[src/rtl/sync_fifo_param.sv]
// Parametrised single-clock FIFO with programmable almost-full/almost-empty
// thresholds, optional first-word-fall-through read, and sticky error flags.
module sync_fifo_param #(
    parameter int DATA_W    = 8,
    parameter int DEPTH     = 16,
    parameter int AF_THRESH = DEPTH - 2,
    parameter int AE_THRESH = 2,
    parameter int FWFT      = 0
) (
    input  logic                       clk,
    input  logic                       rst_n,
    input  logic                       wr_en,
    input  logic [DATA_W-1:0]          data_in,
    output logic                       full,
    output logic                       almost_full,
    input  logic                       rd_en,
    output logic [DATA_W-1:0]          data_out,
    output logic                       empty,
    output logic                       almost_empty,
    output logic [$clog2(DEPTH):0]     count,
    output logic                       overflow,
    output logic                       underflow,
    input  logic                       clr_err
);

    localparam int AW = $clog2(DEPTH);
    localparam logic [AW-1:0] PTR_ONE  = AW'(1);
    localparam logic [AW:0]   CNT_ONE  = (AW+1)'(1);
    localparam logic [AW:0]   CNT_ZERO = (AW+1)'(0);
    localparam logic [AW:0]   CNT_FULL = (AW+1)'(DEPTH);
    localparam logic [AW:0]   CNT_AF   = (AW+1)'(AF_THRESH);
    localparam logic [AW:0]   CNT_AE   = (AW+1)'(AE_THRESH);

    logic [DATA_W-1:0] r_mem [DEPTH];
    logic [AW-1:0]     r_wr_ptr;
    logic [AW-1:0]     r_rd_ptr;
    logic [AW:0]       r_count;
    logic              r_overflow;
    logic              r_underflow;
    logic              w_rd_ok;
    logic              w_wr_ok;
    logic              w_empty;
    logic              w_full;

    // Status flags derive from the registered count only, so full and empty
    // stay unambiguous even when the pointers are equal.
    always_comb begin
        w_empty = (r_count == CNT_ZERO);
        w_full  = (r_count == CNT_FULL);
        // A write while full is allowed only when a read frees a slot on the same edge.
        w_rd_ok = rd_en & ~w_empty;
        w_wr_ok = wr_en & (~w_full | w_rd_ok);
    end

    assign empty        = w_empty;
    assign full         = w_full;
    assign almost_full  = (r_count >= CNT_AF);
    assign almost_empty = (r_count <= CNT_AE);
    assign count        = r_count;
    assign overflow     = r_overflow;
    assign underflow    = r_underflow;

    // Storage array; contents deliberately survive reset.
    always_ff @(posedge clk) begin
        if (rst_n && w_wr_ok) begin
            r_mem[r_wr_ptr] <= data_in;
        end
    end

    // Pointers and occupancy count.
    always_ff @(posedge clk) begin
        if (!rst_n) begin
            r_wr_ptr <= {AW{1'b0}};
            r_rd_ptr <= {AW{1'b0}};
            r_count  <= CNT_ZERO;
        end else begin
            if (w_wr_ok) begin
                r_wr_ptr <= r_wr_ptr + PTR_ONE;
            end
            if (w_rd_ok) begin
                r_rd_ptr <= r_rd_ptr + PTR_ONE;
            end
            case ({w_wr_ok, w_rd_ok})
                2'b10:   r_count <= r_count + CNT_ONE;
                2'b01:   r_count <= r_count - CNT_ONE;
                default: r_count <= r_count;
            endcase
        end
    end

    // Sticky error flags: a new error in the same cycle as clr_err wins.
    always_ff @(posedge clk) begin
        if (!rst_n) begin
            r_overflow  <= 1'b0;
            r_underflow <= 1'b0;
        end else begin
            if (wr_en && !w_wr_ok) begin
                r_overflow <= 1'b1;
            end else if (clr_err) begin
                r_overflow <= 1'b0;
            end else begin
                r_overflow <= r_overflow;
            end
            if (rd_en && w_empty) begin
                r_underflow <= 1'b1;
            end else if (clr_err) begin
                r_underflow <= 1'b0;
            end else begin
                r_underflow <= r_underflow;
            end
        end
    end

    generate
        if (FWFT != 0) begin : g_fwft
            // Head word is presented continuously; only meaningful while not empty.
            assign data_out = r_mem[r_rd_ptr];
        end else begin : g_std
            logic [DATA_W-1:0] r_data_out;

            // Registered read port: loads the head word on an accepted read.
            always_ff @(posedge clk) begin
                if (!rst_n) begin
                    r_data_out <= {DATA_W{1'b0}};
                end else if (w_rd_ok) begin
                    r_data_out <= r_mem[r_rd_ptr];
                end else begin
                    r_data_out <= r_data_out;
                end
            end

            assign data_out = r_data_out;
        end
    endgenerate

endmodule

[config.mk]
export PLATFORM = sky130hd
export DESIGN_NAME = sync_fifo_param
export DESIGN_NICKNAME = d
export VERILOG_FILES = /design/src/rtl/sync_fifo_param.sv
export SDC_FILE = /design/constraint.sdc
export NUM_CORES = 1
export LEC_CHECK = 0
export ABC_AREA = 1
export ABC_CLOCK_PERIOD_IN_PS = 2600
export BUFFER_PORTS_ARGS = -buffer_cell sky130_fd_sc_hd__buf_2
export CAP_MARGIN = 10
export CORE_ASPECT_RATIO = 1.5
export CORE_MARGIN = 5
export CORE_UTILIZATION = 61
export DETAILED_ROUTE_END_ITERATION = 16
export PLACE_DENSITY = 0.83
export SKIP_CTS_REPAIR_TIMING = 1
export SLEW_MARGIN = 20
export SYNTH_ARGS = -nofsm -noshare
export SYNTH_HDL_FRONTEND = slang
export SYNTH_SLANG_ARGS = --single-unit
[constraint.sdc]
create_clock -name clk -period 2.6 [get_ports clk]
set_clock_uncertainty 0.1 [all_clocks]
set_input_delay 0.26 -clock clk [delete_from_list [all_inputs] [get_ports clk]]
set_output_delay 0.26 -clock clk [all_outputs]
set_load 0.01 [all_outputs]
* After elaboration in Yosys (flattened, before gate mapping) *
Memories as Yosys holds them, arrays and structs flattened. A register that Yosys moved wholly into a read port is not among the register bits.
Index checks and enable logic that the tools add are counted.

operators by class
  add/sub/neg operators = 4
  order comparisons = 2
  eq/ne operators = 3
  mux-type cells = 6
  bitwise gates (word level) = 5
  reductions and logical operators = 9

operator list
  kind                                                                                  count
  5-bit one-hot mux with 2 select lines                                                 1
  4-bit by 1-bit adder with 4-bit output (second input constant)                        2
  2-bit nonzero test                                                                    3
  5-bit by 1-bit adder with 5-bit output (second input constant)                        1
  5-bit == test (second input constant)                                                 1
  5-bit by 4-bit greater-or-equal comparator with 1-bit output (second input constant)  1
  5-bit by 2-bit less-or-equal comparator with 1-bit output (second input constant)     1
  5-bit zero test                                                                       1
  1-bit two-way mux                                                                     5
  5-bit by 1-bit subtractor with 5-bit output (second input constant)                   1
  1-bit logical AND                                                                     3
  1-bit bitwise AND                                                                     2
  2-bit by 1-bit == test with 1-bit output (second input constant)                      1
  2-bit == test (second input constant)                                                 1
  1-bit zero test                                                                       2
  1-bit NOT                                                                             2
  1-bit bitwise OR                                                                      1

word-level totals
  register bits after elaboration = 15
  RAM bits = 128
  input port bits = 13
  output and inout port bits = 19
  logic and storage cells = 35
  memories kept = 1

memory list
  name   words  bits a word  read ports  clocked after Yosys merged registers in  write ports  RTL line  source
  r_mem  16     8            1           1                                        1            34        logic [DATA_W-1:0] r_mem [DEPTH];

* Depth between registers and ports, before layout *
Gate-level depths: netlist of run 1.

  word-level depth = 8
  gate-level depth with buffers = 13
  mapped depth without buffers = 13

* Worst setup path before layout of run 1 *
Ideal clock, no wire load.

  path type = register to register
  from = register r_count[1], in the netlist count[1]
  to = register r_count[3], in the netlist count[3]
  library setup time = 0.116 ns
  data arrival time = 1.697 ns
  data required time = 2.384 ns
  setup slack = 0.687 ns
  stages on the path, launching flop included = 13
  path buffers = 0
  period minus slack after synthesis = 1.913 ns
  cell sequence = dfxtp_1 -> nor2_2 -> nand3_2 -> nand2_4 -> inv_4 -> nand2_2 -> inv_1 -> ha_1 -> a21oi_1 -> nand2_1 -> xor2_1 -> nor2_1 -> nor2_1

on the way
  word-level cells in the longest chain between the ends = 7
  elaborated cells between the ends (all ways) = 13
  those cells by class = 2 x add/sub; 3 x eq/ne; 1 x mux; 5 x bitwise; 2 x reduce/logical

ends and longest elaborated chain
  what                                                                                RTL line  source
  from (decl)                                                                         37        logic [AW:0] r_count;
  from (signal assigned)                                                              84        2'b10: r_count <= r_count + CNT_ONE;
  from (signal assigned)                                                              85        2'b01: r_count <= r_count - CNT_ONE;
  from (signal assigned)                                                              86        default: r_count <= r_count;
  5-bit zero test                                                                     48        w_empty = (r_count == CNT_ZERO);
  1-bit NOT                                                                           51        w_rd_ok = rd_en & ~w_empty;
  1-bit bitwise AND                                                                   51
  1-bit bitwise OR                                                                    52        w_wr_ok = wr_en & (~w_full | w_rd_ok);
  1-bit bitwise AND                                                                   52
  2-bit by 1-bit == test with 1-bit output / 2-bit == test (equally long branches)    83        case ({w_wr_ok, w_rd_ok})
  5-bit one-hot mux with 2 select lines / 2-bit nonzero test (equally long branches)  --

Parallel ways exist; a longest one is shown, timed or not.
A chain may end at the register's enable or synchronous reset.

* Worst setup path in the final report of run 1 *
  from = register r_count[1], in the netlist count[1]
  to = register r_count[4], in the netlist count[4]

The elaborated chain is that of the path after synthesis.

==> metrics.cfg, run 1 <==
[yosys]
yosys_warnings = 0
synthTopCellsByArea = edfxtp_1 (57%), nand2_1 (10%), nand3_1 (7.1%)
synth_top_area_share_pct = 57.13
synth_cell_types = 33
ys_seq_area_share_pct = 63.98
synthesis.nets = 694
syn_area_um2 = 6728
syn_avg_cell_area_um2 = 10.01
synth_cells = 672
yosysTopAreaCell = edfxtp_1
ys_seq_elements = 151

[clocking]
cts_tree = yes
clk_path_buf_depth = 2
cts.htree.levels = 4
cts-buffers-inserted = 17
clock_latency_ns = 0.41
clk_pin_slew_ns = 0.06
cts.sinks = 151
root_buffer = clkbuf_16

[power_and_ir_drop]
leakagePower_nw = 3.199
power.density_nw_per_um2 = 922.0
vdd_drop_max_v = 0.0008228
p_sw_mw = 2.075
sw_frac_of_total_pct = 29.85
intPower_mw = 4.877
p_clk_share_pct = 36.5
combPwrFrac_pct = 22.6
p_total_mw = 6.953
p_seq_share_pct = 40.9

[flow_run]
maxCapViolCount = 0

[timing]
grt_setup_unrepaired = no
slew_viol_final = 0
fin_crit_ns = 2.341
whs_ns = 0.006620
slew_headroom_pct = 45.95
fmaxAchievable_mhz = 427.2
finalCritPeriodShare_pct = 90.04
worst_pin_slew_ns = 0.8096
tns_ns = 0
final_hold_viol_count = 0
setup_viol = 0

[finish]
layout.cells.non_filler = 859
final_area_um2 = 7541
seq_area_um2 = 4305
nets = 721
fill_cells = 794
area_growth_syn_to_layout_pct = 12.09
diodes = 0
multi_input_area_um2 = 1879
final_layout_size_suffix_gt1_share_pct = 12.92

[placed_design]
dp.cells = 827
gp_congestion = 0.8760
dp_hpwl_um = 10010
placed_area_um2 = 6924
io_buffers = 31

[min_path]
hold_path_class = primary input to flip-flop

[floorplanning]
initial_core_util_pct = 61.51
ios = 32
fp.dieH_um = 138.6
core_um2 = 10940
die_x_um = 95.75
row_count = 47
dieArea_um2 = 13270

[route]
routed_wl_um = 15420
firstDrtPassIters = 5
wl_per_cell_um = 17.95
num_vias = 4793
drtAntennaViolNets = 0
vias_per_cell = 5.580
drtIter0Drc = 487
drc_errors = 0

[setup_path]
crit_required_ns = 2.85
critical_path.max_fanout = 20
crit_type = flip-flop to flip-flop
endpoint_kind = flip-flop
arrival_ns = 2.59
startpoint_type = flip-flop

[outcome]
outcome = complete, no violations

[grt]
grt_util_all_layers_pct = 24.69
grt_pass1_wl_um = 24340
grt_pass1_vias = 4817
grt_max_degree = 67
antenna_found_initial = 0
grt_overflow_total = 0

-- metal layers --
layer / up-vias / GRT usage, % / wire length, um
met5: - / 0 / 0
met4: 0 / 13.79 / 789
met3: 56 / 5.483 / 1081
met2: 271 / 42.45 / 8239
met1: 2222 / 27.54 / 5310
li1: 2244 / - / -
-- through the flow --
step / worst slack, ns / utilization (%)
after floorplan: 0.6871 / -
after global placement: 0.4290 / 63.30
after detailed placement: 0.2995 / 63.30
after CTS: 0.2948 / 68.94
after global routing: 0.08561 / 68.94
final: 0.2589 / 68.94
-- layout by cell type, fill, tap and decap left out, drive strengths merged, types with 5 or more instances in the layout --
cell type / count
nand2: 188
edfxtp: 128
nand3: 105
inv: 92
nor2: 62
buf: 37
dfxtp: 23
clkbuf: 23
o21ai: 17
a21oi: 11
ha: 8
clkinv: 5
-- power by group through the flow --
stage          clock network, mW  logic, mW  registers, mW
2_1_floorplan                  0       1.13           2.90
3_3_place_gp                   0       1.48           2.88
3_5_place_dp                   0       1.55           2.89
4_1_cts                     2.54       1.57           2.84
5_1_grt                     2.66       1.74           2.86
6_report                    2.54       1.57           2.85
-- synthesized netlist by cell type --
cell / number
fa_1: 1
nand2_1: 183
o21ai_2: 1
nand2_4: 2
a21oi_1: 9
inv_1: 86
dfxtp_1: 23
edfxtp_1: 128
a2111oi_0: 1
nand3b_1: 1
nand2_2: 3
o21ai_4: 1
nor2_2: 1
buf_12: 1
a21oi_2: 2
buf_4: 8
o21ai_0: 15
nand3_1: 95
o21bai_1: 1
nor2_4: 1
buf_2: 12
clkbuf_1: 5
buf_8: 1
xnor2_1: 1
ha_1: 8
inv_2: 5
nor2_1: 60
nand3_2: 10
buf_6: 1
xor2_1: 2
inv_4: 1
buf_1: 1
clkinv_1: 2
-- registers in the layout, summed over array words and instances, names as in the netlist --
signal     cells
r_rd_ptr       4
r_wr_ptr       4
r_mem        128
overflow       1
data_out       8
count          5
underflow      1
-- cell type report --
cell class | count | share of cell area, %
clock buffer | 23 | 6.205
clock inverter | 9 | 1.974
inverter | 94 | 4.712
multi-input combinational | 398 | 24.92
sequential | 151 | 57.09
tap | 147 | 2.439
timing repair buffer | 37 | 2.655
-- critical path: stages (launching register included) --
cell and delay (ns):
dfxtp_1 0.46, nor2_2 0.10, nand3_2 0.10, nand2_4 0.09, inv_4 0.22, nand2_2 0.12
fa_1 0.42, nand3b_1 0.23, nand3_1 0.12, nand2_1 0.07, nand3_1 0.07, nand2_1 0.05
nor2_1 0.11
-- cells by family (layout without fill, tap and decap cells) --
kind of cell	count (synthesis)	in the layout	synth area share, %
AND/OR/NAND/NOR	356	356	23.10
flip-flops	151	151	63.98
buffers and inverters	123	163	8.090
AO/OA/AOI/OAI	30	30	2.660
adder cells (fa/ha/maj)	9	9	1.785
XOR/XNOR	3	3	0.3906
-- path summary, 6_finish.rpt --
check / startpoint / to / slack (ns) / depth (start not counted)
min: clr_err / overflow / 0.007 / 4
min reg2reg: overflow / overflow / 0.37 / 2
max: count[1] / count[4] / 0.26 / 12
max reg2reg: count[1] / count[4] / 0.26 / 12
No activity file was read; power rests on OpenSTA's default activity.
==> run 2: changes to the inputs <==
--- a/config.mk
+++ b/config.mk
@@ -13,6 +13,7 @@
 export CORE_MARGIN = 5
 export CORE_UTILIZATION = 61
 export DETAILED_ROUTE_END_ITERATION = 16
+export GPL_TIMING_DRIVEN = 0
 export PLACE_DENSITY = 0.83
 export SKIP_CTS_REPAIR_TIMING = 1
 export SLEW_MARGIN = 20
==> metrics.cfg, run 2 (synthesized netlist as in run 1, its figures left out) <==
[outcome]
outcome = finished, violations left
violations = hold timing

[floorplanning]
initial_core_util_pct = 61.51
ios = 32
core_um2 = 10940
row_count = 47
fp.dieH_um = 138.6
die_x_um = 95.75
dieArea_um2 = 13270

[route]
firstDrtPassIters = 6
wl_per_cell_um = 17.86
drtAntennaViolNets = 0
drc_errors = 0
num_vias = 4801
drtIter0Drc = 440
vias_per_cell = 5.443
routed_wl_um = 15750

[setup_path]
critPathSlowestCell = nor2_1
r2r_setup_slack_ns = 0.35
startpoint_type = flip-flop
crit_required_ns = 2.55
arrival_ns = 2.21
crit_chain = nor2_2, nand3_2, o21ai_4, inv_2, nand2_1, nor2_1
critical_path.max_fanout = 8
path_buf_inv = 1
critical_path.top_delay_family = simple AND/OR/NAND/NOR gates
crit_start = count[1]
endpoint_kind = flip-flop
r2r_end = r_mem[10][7]
reg2reg_depth = 6
crit_path_max_incr_delay_ns = 0.68
crit_type = flip-flop to flip-flop
reg2reg_from = count[1]

[placed_design]
dp_hpwl_um = 10680
placed_area_um2 = 7067
pre_cts_ws_ns = 0.4018
gp_congestion = 0.9437
dp.cells = 850
io_buffers = 31

[grt]
grt_util_met1_pct = 27.35
grt_util_met3_pct = 5.646
grt_use_met2_pct = 43.95
grt_util_all_layers_pct = 25.53
grt_max_degree = 17
grt_pass1_wl_um = 24610
antenna_found_initial = 0
grt_overflow_total = 0
busiest_layer = met2
grt_pass1_vias = 4766

[power_and_ir_drop]
intPower_mw = 4.859
p_clk_share_pct = 35.7
leakagePower_nw = 3.283
sw_frac_of_total_pct = 30.95
power.density_nw_per_um2 = 916.2
p_sw_mw = 2.178
combPwrFrac_pct = 24.1
vdd_drop_max_v = 0.0006705
p_seq_share_pct = 40.2

[timing]
setup_viol = 0
slew_headroom_pct = 45.65
finalCritPeriodShare_pct = 86.71
fin_crit_ns = 2.255
slew_viol_final = 0
grt_setup_unrepaired = no
tns_ns = 0
final_hold_viol_count = 1
setup_ws_ns = 0.3455
worst_pin_slew_ns = 0.8122
fmaxAchievable_mhz = 443.6
whs_ns = -0.002216

[finish]
regMostFlops = r_mem
final_cell_mix = nand2_1 (183), edfxtp_1 (128), nand3_1 (95), inv_1 (86), nor2_1 (60)
seq_area_um2 = 4304
final_area_um2 = 7681
diodes = 0
fill_cells = 767
largest_reg_flops = 128
nets = 744
layout_commonest_cell = nand2_1
area_growth_syn_to_layout_pct = 14.17
layout.cells.non_filler = 882
multi_input_area_um2 = 1879
final_layout_size_suffix_gt1_share_pct = 15.37

[clocking]
cts.htree.levels = 4
clk_path_buf_depth = 2
root_buffer = clkbuf_16
clk_pin_slew_ns = 0.06
cts-buffers-inserted = 17
cts.sinks = 151
clock_latency_ns = 0.42
cts_tree = yes

[min_path]
holdPathEnd = underflow
hold_start = clr_err
hold_path_class = primary input to flip-flop
hold_depth = 4

[flow_run]
maxCapViolCount = 0

==> run 2: final cells by class <==
type / instances / area share [%]
plain buffers: 29 / 2.460
clock inverters: 14 / 2.281
repair buffers: 31 / 2.020
well taps: 147 / 2.395
flip-flops and latches: 151 / 56.04
clock buffers: 18 / 5.718
inverters: 94 / 4.626
multi-input cells: 398 / 24.47
==> run 2: power by group through the flow <==
| stage | logic [mW] | registers (mW) | clock network, mW |
|---|---|---|---|
| after floorplan | 1.13 | 2.90 | 0 |
| after global placement | 1.61 | 2.87 | 0 |
| after detailed placement | 1.66 | 2.87 | 0 |
| after CTS | 1.68 | 2.83 | 2.53 |
| after global routing | 1.86 | 2.84 | 2.66 |
| final | 1.70 | 2.83 | 2.51 |
==> run 2: worst register-to-register path, stage by stage (launching register included) <==
cell	delay, ns
dfxtp_1	0.47
nor2_2	0.10
nand3_2	0.11
o21ai_4	0.09
inv_2	0.13
nand2_1	0.20
nor2_1	0.68
==> run 2: metal layers <==
layer | wire length, um | vias up
met2 | 8373 | 202
met1 | 5478 | 2254
met5 | 0 | -
met3 | 967 | 59
met4 | 932 | 0
li1 | - | 2286
==> run 2: worst max-delay path by stage <==
stage	end	slack, ns	depth (start not counted)
after global placement	r_mem[10][2]	0.51	6
after detailed placement	r_mem[10][1]	0.40	6
after floorplan	count[3]	0.69	12
final	r_mem[10][7]	0.35	6
after global routing	r_mem[10][5]	0.24	6
after CTS	r_mem[10][7]	0.39	6
==> run 2: stage by stage <==
step / total power [mW] / utilization [%]
floorplan: 4.026 / -
global placement: 4.473 / 64.61
detailed placement: 4.533 / 64.61
CTS: 7.038 / 70.22
global route: 7.365 / 70.22
finish: 7.037 / 70.22
